`src/rtl/hack_cpu_pkg.sv`:
```
// ============================================================================
// hack_cpu_pkg : shared instruction-field positions, types and decode helper
// Rev 1.0
// ============================================================================
`default_nettype none

package hack_cpu_pkg;

    localparam int A_BIT   = 15;
    localparam int A_SEL   = 12;
    localparam int COMP_HI = 11;
    localparam int COMP_LO = 6;
    localparam int DEST_A  = 5;
    localparam int DEST_D  = 4;
    localparam int DEST_M  = 3;
    localparam int J_LT    = 2;
    localparam int J_EQ    = 1;
    localparam int J_GT    = 0;

    localparam logic [14:0] DEFAULT_RESET_PC = 15'h0000;

    typedef enum logic {
        INSTR_A = 1'b0,
        INSTR_C = 1'b1
    } instr_kind_e;

    typedef struct packed {
        logic       a_sel;
        logic [5:0] comp;
        logic       dest_a;
        logic       dest_d;
        logic       dest_m;
        logic [2:0] jump;
    } c_fields_t;

    function automatic c_fields_t decode_c(input logic [15:0] instr);
        c_fields_t f;
        f.a_sel  = instr[A_SEL];
        f.comp   = instr[COMP_HI:COMP_LO];
        f.dest_a = instr[DEST_A];
        f.dest_d = instr[DEST_D];
        f.dest_m = instr[DEST_M];
        f.jump   = {instr[J_LT], instr[J_EQ], instr[J_GT]};
        return f;
    endfunction

endpackage

`default_nettype wire

```
`src/rtl/hack_alu.sv`:
```
// ============================================================================
// hack_alu : 16-bit Hack ALU (zx/nx/zy/ny/f/no), purely combinational
// Rev 1.0
// ============================================================================
`default_nettype none

module hack_alu (
    input  logic [15:0] x_i,
    input  logic [15:0] y_i,
    input  logic        zx_i,
    input  logic        nx_i,
    input  logic        zy_i,
    input  logic        ny_i,
    input  logic        f_i,
    input  logic        no_i,
    output logic [15:0] out_o
);

    logic [15:0] w_x_z;
    logic [15:0] w_x_n;
    logic [15:0] w_y_z;
    logic [15:0] w_y_n;
    logic [15:0] w_f;

    always_comb begin
        w_x_z = zx_i ? 16'h0000 : x_i;
        w_x_n = nx_i ? ~w_x_z : w_x_z;
        w_y_z = zy_i ? 16'h0000 : y_i;
        w_y_n = ny_i ? ~w_y_z : w_y_z;
        w_f   = f_i ? (w_x_n + w_y_n) : (w_x_n & w_y_n);
        out_o = no_i ? ~w_f : w_f;
    end

endmodule

`default_nettype wire

```
`src/rtl/hack_jump_unit.sv`:
```
// ============================================================================
// hack_jump_unit : derives zr/ng flags from the ALU result and the jump decision
// Rev 1.0
// ============================================================================
`default_nettype none

module hack_jump_unit (
    input  logic [15:0] alu_out_i,
    input  logic [2:0]  j_i,
    output logic        zr_o,
    output logic        ng_o,
    output logic        take_o
);

    logic w_pos;

    always_comb begin
        zr_o   = (alu_out_i == 16'h0000);
        ng_o   = alu_out_i[15];
        w_pos  = !zr_o && !ng_o;
        // j_i is {jlt, jeq, jgt}
        take_o = (j_i[2] & ng_o) | (j_i[1] & zr_o) | (j_i[0] & w_pos);
    end

endmodule

`default_nettype wire

```
`src/rtl/hack_cpu.sv`:
```
// ============================================================================
// hack_cpu : single-cycle Hack CPU (A/D/PC registers, decode, ALU, jump)
// Rev 1.0
// ============================================================================
`default_nettype none

module hack_cpu
    import hack_cpu_pkg::*;
#(
    parameter int                WIDTH    = 16,
    parameter int                ADDR_W   = 15,
    parameter logic [ADDR_W-1:0] RESET_PC = DEFAULT_RESET_PC
) (
    input  logic              clk,
    input  logic              rst_n,
    input  logic              en,
    input  logic [WIDTH-1:0]  instruction,
    input  logic [WIDTH-1:0]  inM,
    output logic [WIDTH-1:0]  outM,
    output logic              writeM,
    output logic [ADDR_W-1:0] addressM,
    output logic [ADDR_W-1:0] pc
);

    logic [WIDTH-1:0]  a_q, a_d;
    logic [WIDTH-1:0]  d_q, d_d;
    logic [ADDR_W-1:0] pc_q, pc_d;

    instr_kind_e      w_kind;
    c_fields_t        w_cf;
    logic             w_is_c;
    logic [WIDTH-1:0] w_y;
    logic [WIDTH-1:0] w_alu_out;
    logic             w_zr;
    logic             w_ng;
    logic             w_take;
    logic             w_jump;
    logic             w_unused;

    assign w_kind = instr_kind_e'(instruction[A_BIT]);
    assign w_cf   = decode_c(instruction);
    assign w_is_c = (w_kind == INSTR_C);
    assign w_y    = w_cf.a_sel ? inM : a_q;

    hack_alu u_alu (
        .x_i   (d_q),
        .y_i   (w_y),
        .zx_i  (w_cf.comp[5]),
        .nx_i  (w_cf.comp[4]),
        .zy_i  (w_cf.comp[3]),
        .ny_i  (w_cf.comp[2]),
        .f_i   (w_cf.comp[1]),
        .no_i  (w_cf.comp[0]),
        .out_o (w_alu_out)
    );

    hack_jump_unit u_jump (
        .alu_out_i (w_alu_out),
        .j_i       (w_cf.jump),
        .zr_o      (w_zr),
        .ng_o      (w_ng),
        .take_o    (w_take)
    );

    assign w_jump   = w_is_c & en & w_take;
    // Flags are only consumed through the jump decision; bits 14:13 are don't-care.
    assign w_unused = ^{w_zr, w_ng, instruction[14:13]};

    always_comb begin
        a_d  = a_q;
        d_d  = d_q;
        pc_d = pc_q;
        if (en) begin
            if (!w_is_c) begin
                a_d = instruction;
            end else if (w_cf.dest_a) begin
                a_d = w_alu_out;
            end
            if (w_is_c && w_cf.dest_d) begin
                d_d = w_alu_out;
            end
            // Jump target is the A value from before this edge, even if dA is set.
            pc_d = w_jump ? a_q[ADDR_W-1:0] : pc_q + ADDR_W'(1);
        end
    end

    always_ff @(posedge clk) begin
        if (!rst_n) begin
            a_q  <= '0;
            d_q  <= '0;
            pc_q <= RESET_PC;
        end else begin
            a_q  <= a_d;
            d_q  <= d_d;
            pc_q <= pc_d;
        end
    end

    assign outM     = w_alu_out;
    assign writeM   = rst_n & en & w_is_c & w_cf.dest_m;
    assign addressM = a_q[ADDR_W-1:0];
    assign pc       = pc_q;

endmodule

`default_nettype wire

```
`config.mk`:
```
export PLATFORM = sky130hd
export DESIGN_NAME = hack_cpu
export DESIGN_NICKNAME = d
export VERILOG_FILES = /design/src/rtl/hack_cpu_pkg.sv /design/src/rtl/hack_alu.sv /design/src/rtl/hack_jump_unit.sv /design/src/rtl/hack_cpu.sv
export SDC_FILE = /design/constraint.sdc
export NUM_CORES = 1
export LEC_CHECK = 0
export CAP_MARGIN = 15
export CORE_ASPECT_RATIO = 0.75
export CORE_MARGIN = 3
export CORE_UTILIZATION = 54
export CTS_CLUSTER_DIAMETER = 60
export DETAILED_ROUTE_END_ITERATION = 7
export PLACE_DENSITY = 0.9
export SLEW_MARGIN = 20
export SYNTH_ARGS = -nofsm -noshare
export SYNTH_HDL_FRONTEND = slang
export SYNTH_SLANG_ARGS = --single-unit
```
`constraint.sdc`:
```
create_clock -name clk -period 7.2 [get_ports clk]
set_input_delay 1.08 -clock clk [delete_from_list [all_inputs] [get_ports clk]]
set_output_delay 1.08 -clock clk [all_outputs]
set_load 0.05 [all_outputs]
```
* Yosys cells after proc, flatten, opt, wreduce, memory -nomap -nowiden
Cells that the tools add are included.
Word-level totals: bits in registers 47, logic and storage cells 37, bits of input ports 35
Operators by class: reductions and logical operators 7, bitwise gates (word level) 14, equality and inequality tests 1, add/subtract/negate cells 2, multiplexer cells 10
Operator list (count):
- two-way mux 16 bit | 9
- inverter 16 bit | 3
- adder 16 bit | 1
- AND 16 bit | 1
- zero test 16 bit | 1
- adder 15 x 1 -> 15 bit (second input constant) | 1
- two-way mux 15 bit | 1
- AND 1 bit | 8
- AND reduction 2 bit | 2
- logical AND 1 bit | 2
- zero test 1 bit | 2
- inequality test 2 bit (second input constant) | 1
- OR 1 bit | 2

* Logic depth before layout (Yosys ltp)
Gate-level depths: netlist of run 1.
depth in word-level cells 15, depth in mapped cells 18, depth with buffers taken out 15

* Hierarchy
From an unflattened synthesis of run 1, not the netlist that was laid out.
Unflattened totals: cell total of the unflattened synthesis 552, area total of the unflattened synthesis 4349.2 µm²
Modules (own cells, without submodules):
- hack_cpu | cells an instance 304, area an instance 2523.7 µm², times used 1, sequential area each 940.9 µm²
- hack_alu | cells an instance 239, area an instance 1750.4 µm², times used 1, sequential area each 0.0 µm²
- hack_jump_unit | cells an instance 9, area an instance 75.1 µm², times used 1, sequential area each 0.0 µm²

* Least setup slack after synthesis of run 1
Ideal clock, no wire load.
kind in2reg, start point input instruction[12], end point register pc_q[7], in the netlist pc[7], stages 17, slack 1.295 ns, required time 7.078 ns, setup time 0.122 ns, arrival time 5.783 ns, cell sequence clkbuf_1 clkbuf_1 mux2i_1 nor2_1 xor2_1 ha_1 o211ai_2 o211ai_4 a211o_2 o211ai_1 xor2_1 a2111oi_4 a31o_2 a31oi_4 buf_8 a21oi_2 a311o_1
On the way: longest elaborated chain between the ends 15, elaborated cells on any way between the ends 20
Ends and longest elaborated chain:
- start: declaration | RTL line hack_cpu.sv:17 | input logic [WIDTH-1:0] instruction,
- two-way mux 16 bit * | RTL line hack_cpu.sv:43 | assign w_y = w_cf.a_sel ? inM : a_q;
- two-way mux 16 bit * | RTL line hack_alu.sv:28 | w_y_z = zy_i ? 16'h0000 : y_i;
- inverter 16 bit | RTL line hack_alu.sv:29 | w_y_n = ny_i ? ~w_y_z : w_y_z;
- two-way mux 16 bit * | RTL line hack_alu.sv:29
- adder 16 bit / AND 16 bit (equally long branches) | RTL line hack_alu.sv:30 | w_f = f_i ? (w_x_n + w_y_n) : (w_x_n & w_y_n);
- two-way mux 16 bit * | RTL line hack_alu.sv:30
- inverter 16 bit | RTL line hack_alu.sv:31 | out_o = no_i ? ~w_f : w_f;
- two-way mux 16 bit * | RTL line hack_alu.sv:31
- net outM[11] | RTL line hack_cpu.sv:19 | output logic [WIDTH-1:0] outM,
- zero test 16 bit * | RTL line hack_jump_unit.sv:18 | zr_o = (alu_out_i == 16'h0000);
- zero test 1 bit | RTL line hack_jump_unit.sv:20 | w_pos = !zr_o && !ng_o;
- logical AND 1 bit | RTL line hack_jump_unit.sv:20
- AND 1 bit | RTL line hack_jump_unit.sv:22 | take_o = (j_i[2] & ng_o) | (j_i[1] & zr_o) | (j_i[0] & w_pos);
- OR 1 bit * | RTL line hack_jump_unit.sv:22
- AND 1 bit * | RTL line hack_cpu.sv:65 | assign w_jump = w_is_c & en & w_take;
- two-way mux 15 bit * | RTL line hack_cpu.sv:83 | pc_d = w_jump ? a_q[ADDR_W-1:0] : pc_q + ADDR_W'(1);
- end signal: assignment | RTL line hack_cpu.sv:95 | pc_q <= pc_d;
- end: declaration | RTL line hack_cpu.sv:27 | logic [ADDR_W-1:0] pc_q, pc_d;
Mark *: on every way through the listed nets, which the timed path passes. The rest lies on a longest branch. A chain may end at the register's enable or synchronous reset.

* Final worst setup path of run 1
start point input instruction[12], end point output outM[15]
On the way: longest elaborated chain between the ends 8, elaborated cells on any way between the ends 9
Ends and longest elaborated chain (RTL line):
- two-way mux 16 bit * | hack_cpu.sv:43
- two-way mux 16 bit * | hack_alu.sv:28
- inverter 16 bit | hack_alu.sv:29
- two-way mux 16 bit * | hack_alu.sv:29
- adder 16 bit / AND 16 bit (equally long branches) | hack_alu.sv:30
- two-way mux 16 bit * | hack_alu.sv:30
- inverter 16 bit | hack_alu.sv:31
- two-way mux 16 bit * | hack_alu.sv:31
- end: declaration | hack_cpu.sv:19
Mark *: on every way between the ends. The rest lies on a longest branch, timed or not.

==> results.toml, run 1 <==
[status]
status = "finished clean"

[logic_synthesis]
yosys.area.top_type_share = 0.2077
synth_edf_count = 0
synthCells = 585
yosysWarningCount = 0
synthesis.area_um2 = 4531
ys_ff_latch = 47
ys.flop_type = "dfxtp_1"
synth-async-reset-ratio = 0
synth_area_leader_cell = "dfxtp_1"
ys_types = 71
synth-seq-area-share = 0.2077
post_synth.cell_area_avg_um2 = 7.745
netlist_top_cells_area = "dfxtp_1, mux2i_1, xnor2_1"
synth_nets = 638

[layout]
final_core_util = 0.6678
area_growth_pct = 18.25
final_cell_area_um2 = 5358
seq_area_um2 = 940.9
multiInputGateArea_um2 = 3266
num_antenna_cells = 0
finalNetCount = 678
num-fill-cells = 650
drive_gt1_frac = 0.06390

[setup_path]
end_kind = "output port"
ff2ff_setup_slack_ns = 2.54
crit_type = "primary input to output port"
cp.arrival_ns = 5.36
cp-start-kind = "primary input"
required_ns = 6.12
critPathMaxFanout = 14

[global_routing]
globalRouteMet3Util = 0.04348
gr-total-overflow = 0
antenna_found_initial = 0
grt_pass1_vias = 4538
grt_first_pass_wirelength_mm = 21.67
grt_usage = 0.2714
grtUsageMet2 = 0.4363
grt-busiest-layer = "met2"
grt_max_degree = 58
met1_usage = 0.3757

[route]
viasPerCell = 6.312
vias = 4614
avgRoutedWirePerCell_um = 17.93
ant_nets = 0
wl_mm = 13.11
dr.first_iter.drc_count = 609
remaining_drc_errors = 0
first_pass_iters = 6

[cts]
clk_pin_slew_worst_paths_ns = 0.10
cts_tree = "yes"
clock-root-buffer = "clkbuf_8"
clk_latency_ns = 0.31
clk_path_buf_depth = 2
cts_sinks = 47
cts_buffers = 5
cts_resized = 0
htree_levels = 2
hold_buffers = 0
cts_setup_buffers = 0

[power]
power_mw = 1.066
p_switching_mw = 0.4812
p_clk_frac = 0.197
p_leak_nw = 2.070
combPwrFrac = 0.528
powerDensity_nw_per_um2 = 199.0
switching_share = 0.4514
internal_power_mw = 0.5848
seq_power_share = 0.275
vdd_drop_max_mv = 0.1194

[placement]
place_congestion = 0.9994
portBuffers = 81
hpwlAfterDp_mm = 9.655
dp_slack_ns = 0.8197
placed_area_um2 = 5243

[floorplanning]
row_count = 28
core_area_um2 = 8023
ios = 82
die_width_um = 111.8
die_y_um = 85.33
start_util = 0.5647
dieArea_um2 = 9536

[sta]
period_share = 0.8940
setup_viol = 0
setup_ws_ns = 0.7628
fin_skew_ns = 0.008475
slew_headroom = 0.2637
setup_tns_ns = 0
min_period_ns = 6.437
rsz0062_at_grt = "no"
final_max_slew_viol_count = 0
finalHoldViolCount = 0
fmax_mhz = 155.3
tightest_slew_ns = 1.101

[flow_run]
max_cap_viol_count = 0

[hold_path]
hold_class = "flip-flop to flip-flop"
-- cell usage in the layout, fill, tap and decap left out, types with 9 or more instances in the layout --
| master | Yosys | layout |
|---|---|---|
| clkdlybuf4s50_1 | 0 | 81 |
| nand2_1 | 60 | 60 |
| dfxtp_1 | 47 | 47 |
| nor2_1 | 39 | 39 |
| xnor2_1 | 30 | 30 |
| a21oi_1 | 30 | 30 |
| mux2i_1 | 28 | 28 |
| o21ai_0 | 28 | 28 |
| nand2b_1 | 23 | 23 |
| xor2_1 | 18 | 18 |
| ha_1 | 17 | 17 |
| a21boi_0 | 16 | 16 |
| nor2b_1 | 14 | 14 |
| and3_1 | 13 | 13 |
| nand3_1 | 12 | 12 |
| nor3_1 | 11 | 11 |
| nand3b_1 | 10 | 10 |
| o22ai_1 | 10 | 10 |
| inv_1 | 9 | 9 |
-- power groups by stage --
stage	logic, mW	registers [mW]	clock network [mW]
after CTS	0.556	0.293	0.211
after floorplan	0.398	0.308	0
final	0.563	0.293	0.210
after detailed placement	0.552	0.299	0
after global routing	0.600	0.296	0.221
after global placement	0.537	0.298	0
-- final timing paths --
check                  start       end  cells past startpoint
min reg2reg           d_q[9]    d_q[9]                      2
min                   d_q[9]    d_q[9]                      2
max          instruction[12]  outM[15]                     14
max reg2reg           a_q[0]    pc[14]                     15
-- registers in the layout, indices dropped and copies added, names as in the netlist --
name,cells
pc,15
a_q,16
d_q,16
-- per-layer routing --
layer,routed length [um],part of all wire
met3,1159,0.088
met4,269,0.021
met1,5839,0.45
met5,0,0
met2,5842,0.45
-- metrics by stage --
step | cells | hold WS (ns)
floorplan | 585 | 0.4439
global placement | 723 | 0.4522
detailed placement | 723 | 0.4590
CTS | 731 | 0.4741
global route | 731 | 0.4968
finish | 731 | 0.4714
-- final cells by class --
cell class | instances | area share
Multi-Input combinational cell | 473 | 0.6095
Clock buffer | 5 | 0.01284
Timing Repair Buffer | 89 | 0.1625
Tap cell | 105 | 0.02452
Clock inverter | 3 | 0.008641
Inverter | 9 | 0.006305
Sequential cell | 47 | 0.1756
-- critical path: stages --
cell and delay, ns:
clkdlybuf4s50_1 0.57, buf_4 0.30, mux2i_1 0.21, nor2_1 0.06, xor2_1 0.17, ha_1 0.38, a21oi_2 0.27, a21oi_1 0.23
a211oi_1 0.36, nor2_1 0.09, a2111oi_0 0.39, nor3_1 0.24, inv_1 0.15, clkdlybuf4s50_1 0.83
-- cells by family after synthesis --
kind of cell	count (synthesis)	synth area share
flops	47	0.2077
mux	28	0.06186
xor+xnor	48	0.09279
simple gates	220	0.2568
buf+inv	65	0.07152
compound gates	159	0.2579
fa+ha+maj	18	0.05137
-- synthesized netlist by cell type, types with 4 or more instances --
cell type and count:
nand2b_1 23, o22ai_1 10, xnor2_1 30, a21o_1 8
ha_1 17, a21boi_0 16, mux2i_1 28, nand3_1 12
a31oi_1 4, clkbuf_1 26, nor2_1 39, buf_1 6
xor2_1 18, buf_4 16, nor2b_1 14, nand4_1 4
o211a_1 5, o21ai_0 28, a21oi_2 5, inv_1 9
a211oi_1 7, nor3_1 11, a21oi_1 30, nor3b_1 7
o211ai_1 6, or3_1 6, nand2_1 60, and3_1 13
o31a_1 4, dfxtp_1 47, nand3b_1 10, buf_2 7
Power figures use the tool's default switching activity.
==> inputs of run 2 (changes only) <==
Settings changed: CAP_MARGIN 15 to 20, CORE_MARGIN 3 to not set.
==> run 2 against run 1 <==
- worst setup slack worse by 0.012 ns
- critical endpoint is now outM[13]
- non-clock buffer count decreased by 1
- via count up 0.78%
- power decreased by 0.65%
- routed wire length down 1.7%
- clock-buffer cell count is the same
- global-route usage increased by 2.9 points
==> results.toml, run 2 (synthesized netlist as in run 1, its figures left out) <==
[status]
status = "finished clean"

[sta]
finalHoldViolCount = 0
period_share = 0.8957
setup_ws_ns = 0.7513
slew_headroom = 0.3401
final_max_slew_viol_count = 0
fin_skew_ns = 0.01052
setup_tns_ns = 0
setup_viol = 0
min_period_ns = 6.449
fmax_mhz = 155.1
tightest_slew_ns = 0.9867
holdWs_ns = 0.4759
rsz0062_at_grt = "no"

[power]
combPwrFrac = 0.530
p_switching_mw = 0.4756
vdd_drop_max_mv = 0.1216
p_clk_frac = 0.193
powerDensity_nw_per_um2 = 198.0
power_mw = 1.059
internal_power_mw = 0.5834
seq_power_share = 0.277
switching_share = 0.4491
p_leak_nw = 2.068

[setup_path]
cp_slowest_cell = "clkdlybuf4s50_1"
cp-start-kind = "primary input"
critPathMaxStageDelay_ns = 0.81
crit_type = "primary input to output port"
path_cells = "clkdlybuf4s50_1 -> buf_4 -> mux2i_1 -> nor2_1 -> xor2_1 -> ha_1 -> a21oi_2 -> a21oi_1 -> a221oi_2 -> mux2i_1 -> o31ai_1 -> and2_1 -> clkdlybuf4s50_1"
critPathMaxFanout = 12
cp.arrival_ns = 5.37
required_ns = 6.12
end_kind = "output port"

[floorplanning]
die_y_um = 81.33
start_util = 0.5647
die_width_um = 107.8
row_count = 28
core_area_um2 = 8023
ios = 82
dieArea_um2 = 8764

[global_routing]
antenna_found_initial = 0
grt_max_degree = 58
grt_usage = 0.3003
gr-total-overflow = 0
grt_pass1_vias = 4388
grt_first_pass_wirelength_mm = 20.80

[cts]
clk_path_buf_depth = 2
clk_latency_ns = 0.31
cts_setup_buffers = 0
htree_levels = 2
cts_resized = 0
cts_buffers = 5
cts_sinks = 47
cts_tree = "yes"
clock-root-buffer = "clkbuf_8"
clk_pin_slew_worst_paths_ns = 0.09
hold_buffers = 0

[route]
dr.first_iter.drc_count = 439
ant_nets = 0
first_pass_iters = 5
vias = 4650
remaining_drc_errors = 0
avgRoutedWirePerCell_um = 17.65
viasPerCell = 6.370
wl_mm = 12.88

[hold_path]
hold_class = "flip-flop to flip-flop"

[placement]
dp_slack_ns = 0.8574
place_congestion = 0.9394
portBuffers = 81
hpwlAfterDp_mm = 9.467

[layout]
area_growth_pct = 18.03
num_antenna_cells = 0
drive_gt1_frac = 0.06240
final_common_cell = "clkdlybuf4s50_1"
finalNetCount = 677
final_cell_mix = "clkdlybuf4s50_1, nand2_1, dfxtp_1, nor2_1"

[flow_run]
max_cap_viol_count = 0
==> run 2: cell count changes in the layout (fill, tap and decap cells not counted), sizes merged <==
cell	before	now
inv	10	9
buf	8	7
clkinv	0	2
clkinvlp	1	0
==> run 2: power groups by stage <==
stage,Clock (mW),Sequential [mW],Combinational [mW]
floorplan,0,0.308,0.398
global placement,0,0.298,0.537
detailed placement,0,0.299,0.552
CTS,0.208,0.293,0.556
global route,0.219,0.296,0.598
finish,0.204,0.293,0.562
==> run 2: metal layers <==
metal,vias up,global-route usage,share of wire
li1,2168,-,-
met3,34,0.04976,0.095
met1,2202,0.3820,0.41
met5,-,0,0
met4,0,0.1137,0.023
met2,246,0.5122,0.47
==> run 2: stage by stage <==
stage / area (um^2) / cells / utilization
6_report: 5348 / 730 / 0.6666
5_1_grt: 5348 / 730 / 0.6666
4_1_cts: 5348 / 730 / 0.6666
3_5_place_dp: 5235 / 722 / 0.6525
3_3_place_gp: 5235 / 722 / 0.6525
2_1_floorplan: 4531 / 585 / -
==> run 2: final cells by class <==
cell class / count / area [um^2]
fillers: 677 / 2675
clock inverters: 3 / 43.79
inverters: 9 / 33.78
well taps: 105 / 131.4
flip-flops and latches: 47 / 940.9
repair buffers: 88 / 863.3
clock buffers: 5 / 68.82
multi-input cells: 473 / 3266
==> run 2: final timing paths <==
| path | startpoint | to | slack (ns) | cells after the start |
|---|---|---|---|---|
| worst min-delay path | d_q[3] | d_q[3] | 0.48 | 2 |
| worst max-delay path | instruction[12] | outM[13] | 0.75 | 13 |
| worst min register to register | d_q[3] | d_q[3] | 0.48 | 2 |
| worst max register to register | a_q[0] | pc[13] | 2.57 | 15 |
==> run 2: worst max-delay path, delay by kind of cell <==
| family | cells | cell delay [ns] |
|---|---|---|
| simple gates | 2 | 0.31 |
| xor+xnor | 1 | 0.17 |
| buf+inv | 3 | 1.78 |
| compound gates | 4 | 1.27 |
| mux | 2 | 0.38 |
| fa+ha+maj | 1 | 0.37 |
==> inputs of run 3 (changes only) <==
Settings changed: CORE_UTILIZATION 54 to 49, PLACE_DENSITY 0.9 to 0.86, SETUP_SLACK_MARGIN set to 0.02.
Clock period 7.2 ns to 5.4 ns, I/O delays scaled along.
==> run 3 against run 2 <==
- worst setup slack lost 0.55 ns
- clock skew is 0.0059 ns lower
- power rose by 57%
- clock power grew 100%
- global-route usage is 1.6 points lower
- first-iteration DRC count shrank 18%
- highest routed layer unchanged
- largest power group unchanged
- critical endpoint is now outM[15]
- via count increased by 2.1%
- core utilization fell by 0.78 points
==> results.toml, run 3 (synthesized netlist as in run 1, its figures left out) <==
[power]
p_clk_frac = 0.245
combPwrFrac = 0.519
powerDensity_nw_per_um2 = 289.8
vdd_drop_max_mv = 0.2066
p_leak_nw = 2.298
p_switching_mw = 0.6746
power_mw = 1.663
internal_power_mw = 0.9881
seq_power_share = 0.235
switching_share = 0.4057

[cts]
clk_pin_slew_worst_paths_ns = 0.06
clk_latency_ns = 0.30
clk_path_buf_depth = 2
cts_tree = "yes"
cts_buffers = 5
hold_buffers = 0
cts_setup_buffers = 0
cts_sinks = 47
cts_resized = 0
htree_levels = 2
clock-root-buffer = "clkbuf_16"

[route]
remaining_drc_errors = 0
ant_nets = 0
first_pass_iters = 6
viasPerCell = 6.280
wl_mm = 13.66
avgRoutedWirePerCell_um = 18.07
dr.first_iter.drc_count = 362
vias = 4748

[floorplanning]
core_area_um2 = 8708
start_util = 0.5203
die_width_um = 113.0
dieArea_um2 = 9639
die_y_um = 85.28
row_count = 29
ios = 82

[layout]
seq_area_um2 = 940.9
area_growth_pct = 26.62
drive_gt1_frac = 0.1250
final_common_cell = "clkdlybuf4s50_1"
num-fill-cells = 711
multiInputGateArea_um2 = 3294
final_cell_mix = "clkdlybuf4s50_1, nand2_1, dfxtp_1, nor2_1, buf_4"
fin_cells = 756
num_antenna_cells = 0
final_core_util = 0.6588
finalNetCount = 700

[sta]
min_period_ns = 5.201
setup_viol = 0
holdWs_ns = 0.4748
fin_skew_ns = 0.004659
fmax_mhz = 192.3
finalHoldViolCount = 0
rsz0062_at_grt = "no"
slew_headroom = 0.3686
final_max_slew_viol_count = 0
tightest_slew_ns = 0.9471
setup_ws_ns = 0.1994
period_share = 0.9631

[setup_path]
cp-start-kind = "primary input"
crit_family = "buffers and inverters"
end_kind = "output port"
crit_type = "primary input to output port"
required_ns = 4.59
path_buf_inv = 5
critPathMaxStageDelay_ns = 0.56
critPathMaxFanout = 16
path_cells = "clkdlybuf4s50_1 -> buf_12 -> mux2i_1 -> nor2_1 -> xor2_1 -> ha_1 -> a21oi_2 -> a21oi_1 -> buf_4 -> a211oi_1 -> nor2_1 -> a2111oi_1 -> nor3_2 -> inv_1 -> buf_4"
cp_slowest_cell = "clkdlybuf4s50_1"
cp.arrival_ns = 4.39

[global_routing]
grt_max_degree = 58
grt_usage = 0.2840
grt_pass1_vias = 4493
grt_first_pass_wirelength_mm = 21.80
gr-total-overflow = 0
antenna_found_initial = 0

[placement]
dp_slack_ns = -0.05456
hpwlAfterDp_mm = 10.26
place_inst = 748
place_congestion = 0.9664
portBuffers = 81

[hold_path]
hold_class = "flip-flop to flip-flop"

[status]
status = "finished clean"

[flow_run]
max_cap_viol_count = 0
run 3: worst paths after layout:
check                   from        to  slack [ns]  cells past startpoint
max          instruction[12]  outM[15]        0.20                     15
min                   d_q[6]    d_q[6]        0.47                      2
max reg2reg           a_q[0]    pc[10]        1.06                     15
min reg2reg           d_q[6]    d_q[6]        0.47                      2
run 3: area by class of cell:
cell class / count / share of cell area
Tap cell: 108 / 0.02356
Sequential cell: 47 / 0.1640
Inverter: 9 / 0.005889
Clock inverter: 2 / 0.01047
Multi-Input combinational cell: 473 / 0.5743
Timing Repair Buffer: 111 / 0.1993
Clock buffer: 6 / 0.02246
run 3: routing by layer:
metal / GRT usage / vias to the layer above / part of all wire
met5: 0 / - / 0
met4: 0.1041 / 0 / 0.026
met3: 0.04714 / 34 / 0.079
met2: 0.4718 / 230 / 0.45
met1: 0.3717 / 2265 / 0.44
li1: - / 2219 / -
run 3: metrics by stage:
step	setup TNS, ns	cell area (um^2)
2_1_floorplan	0	4556
3_3_place_gp	0	5542
3_5_place_dp	-0.1604	5542
4_1_cts	0	5731
5_1_grt	0	5737
6_report	0	5737
run 3: tightest hold or removal path: cells and delay by family (launching register included):
kind / cells / cell delay [ns]
simple gates: 1 / 0.05
compound gates: 1 / 0.07
flops: 1 / 0.31
run 3: power groups by stage:
stage	clock [mW]	sequential (mW)	combinational [mW]
floorplan	0	0.411	0.536
global placement	0	0.397	0.833
detailed placement	0	0.398	0.849
CTS	0.407	0.391	0.854
global route	0.423	0.394	0.910
finish	0.408	0.391	0.864
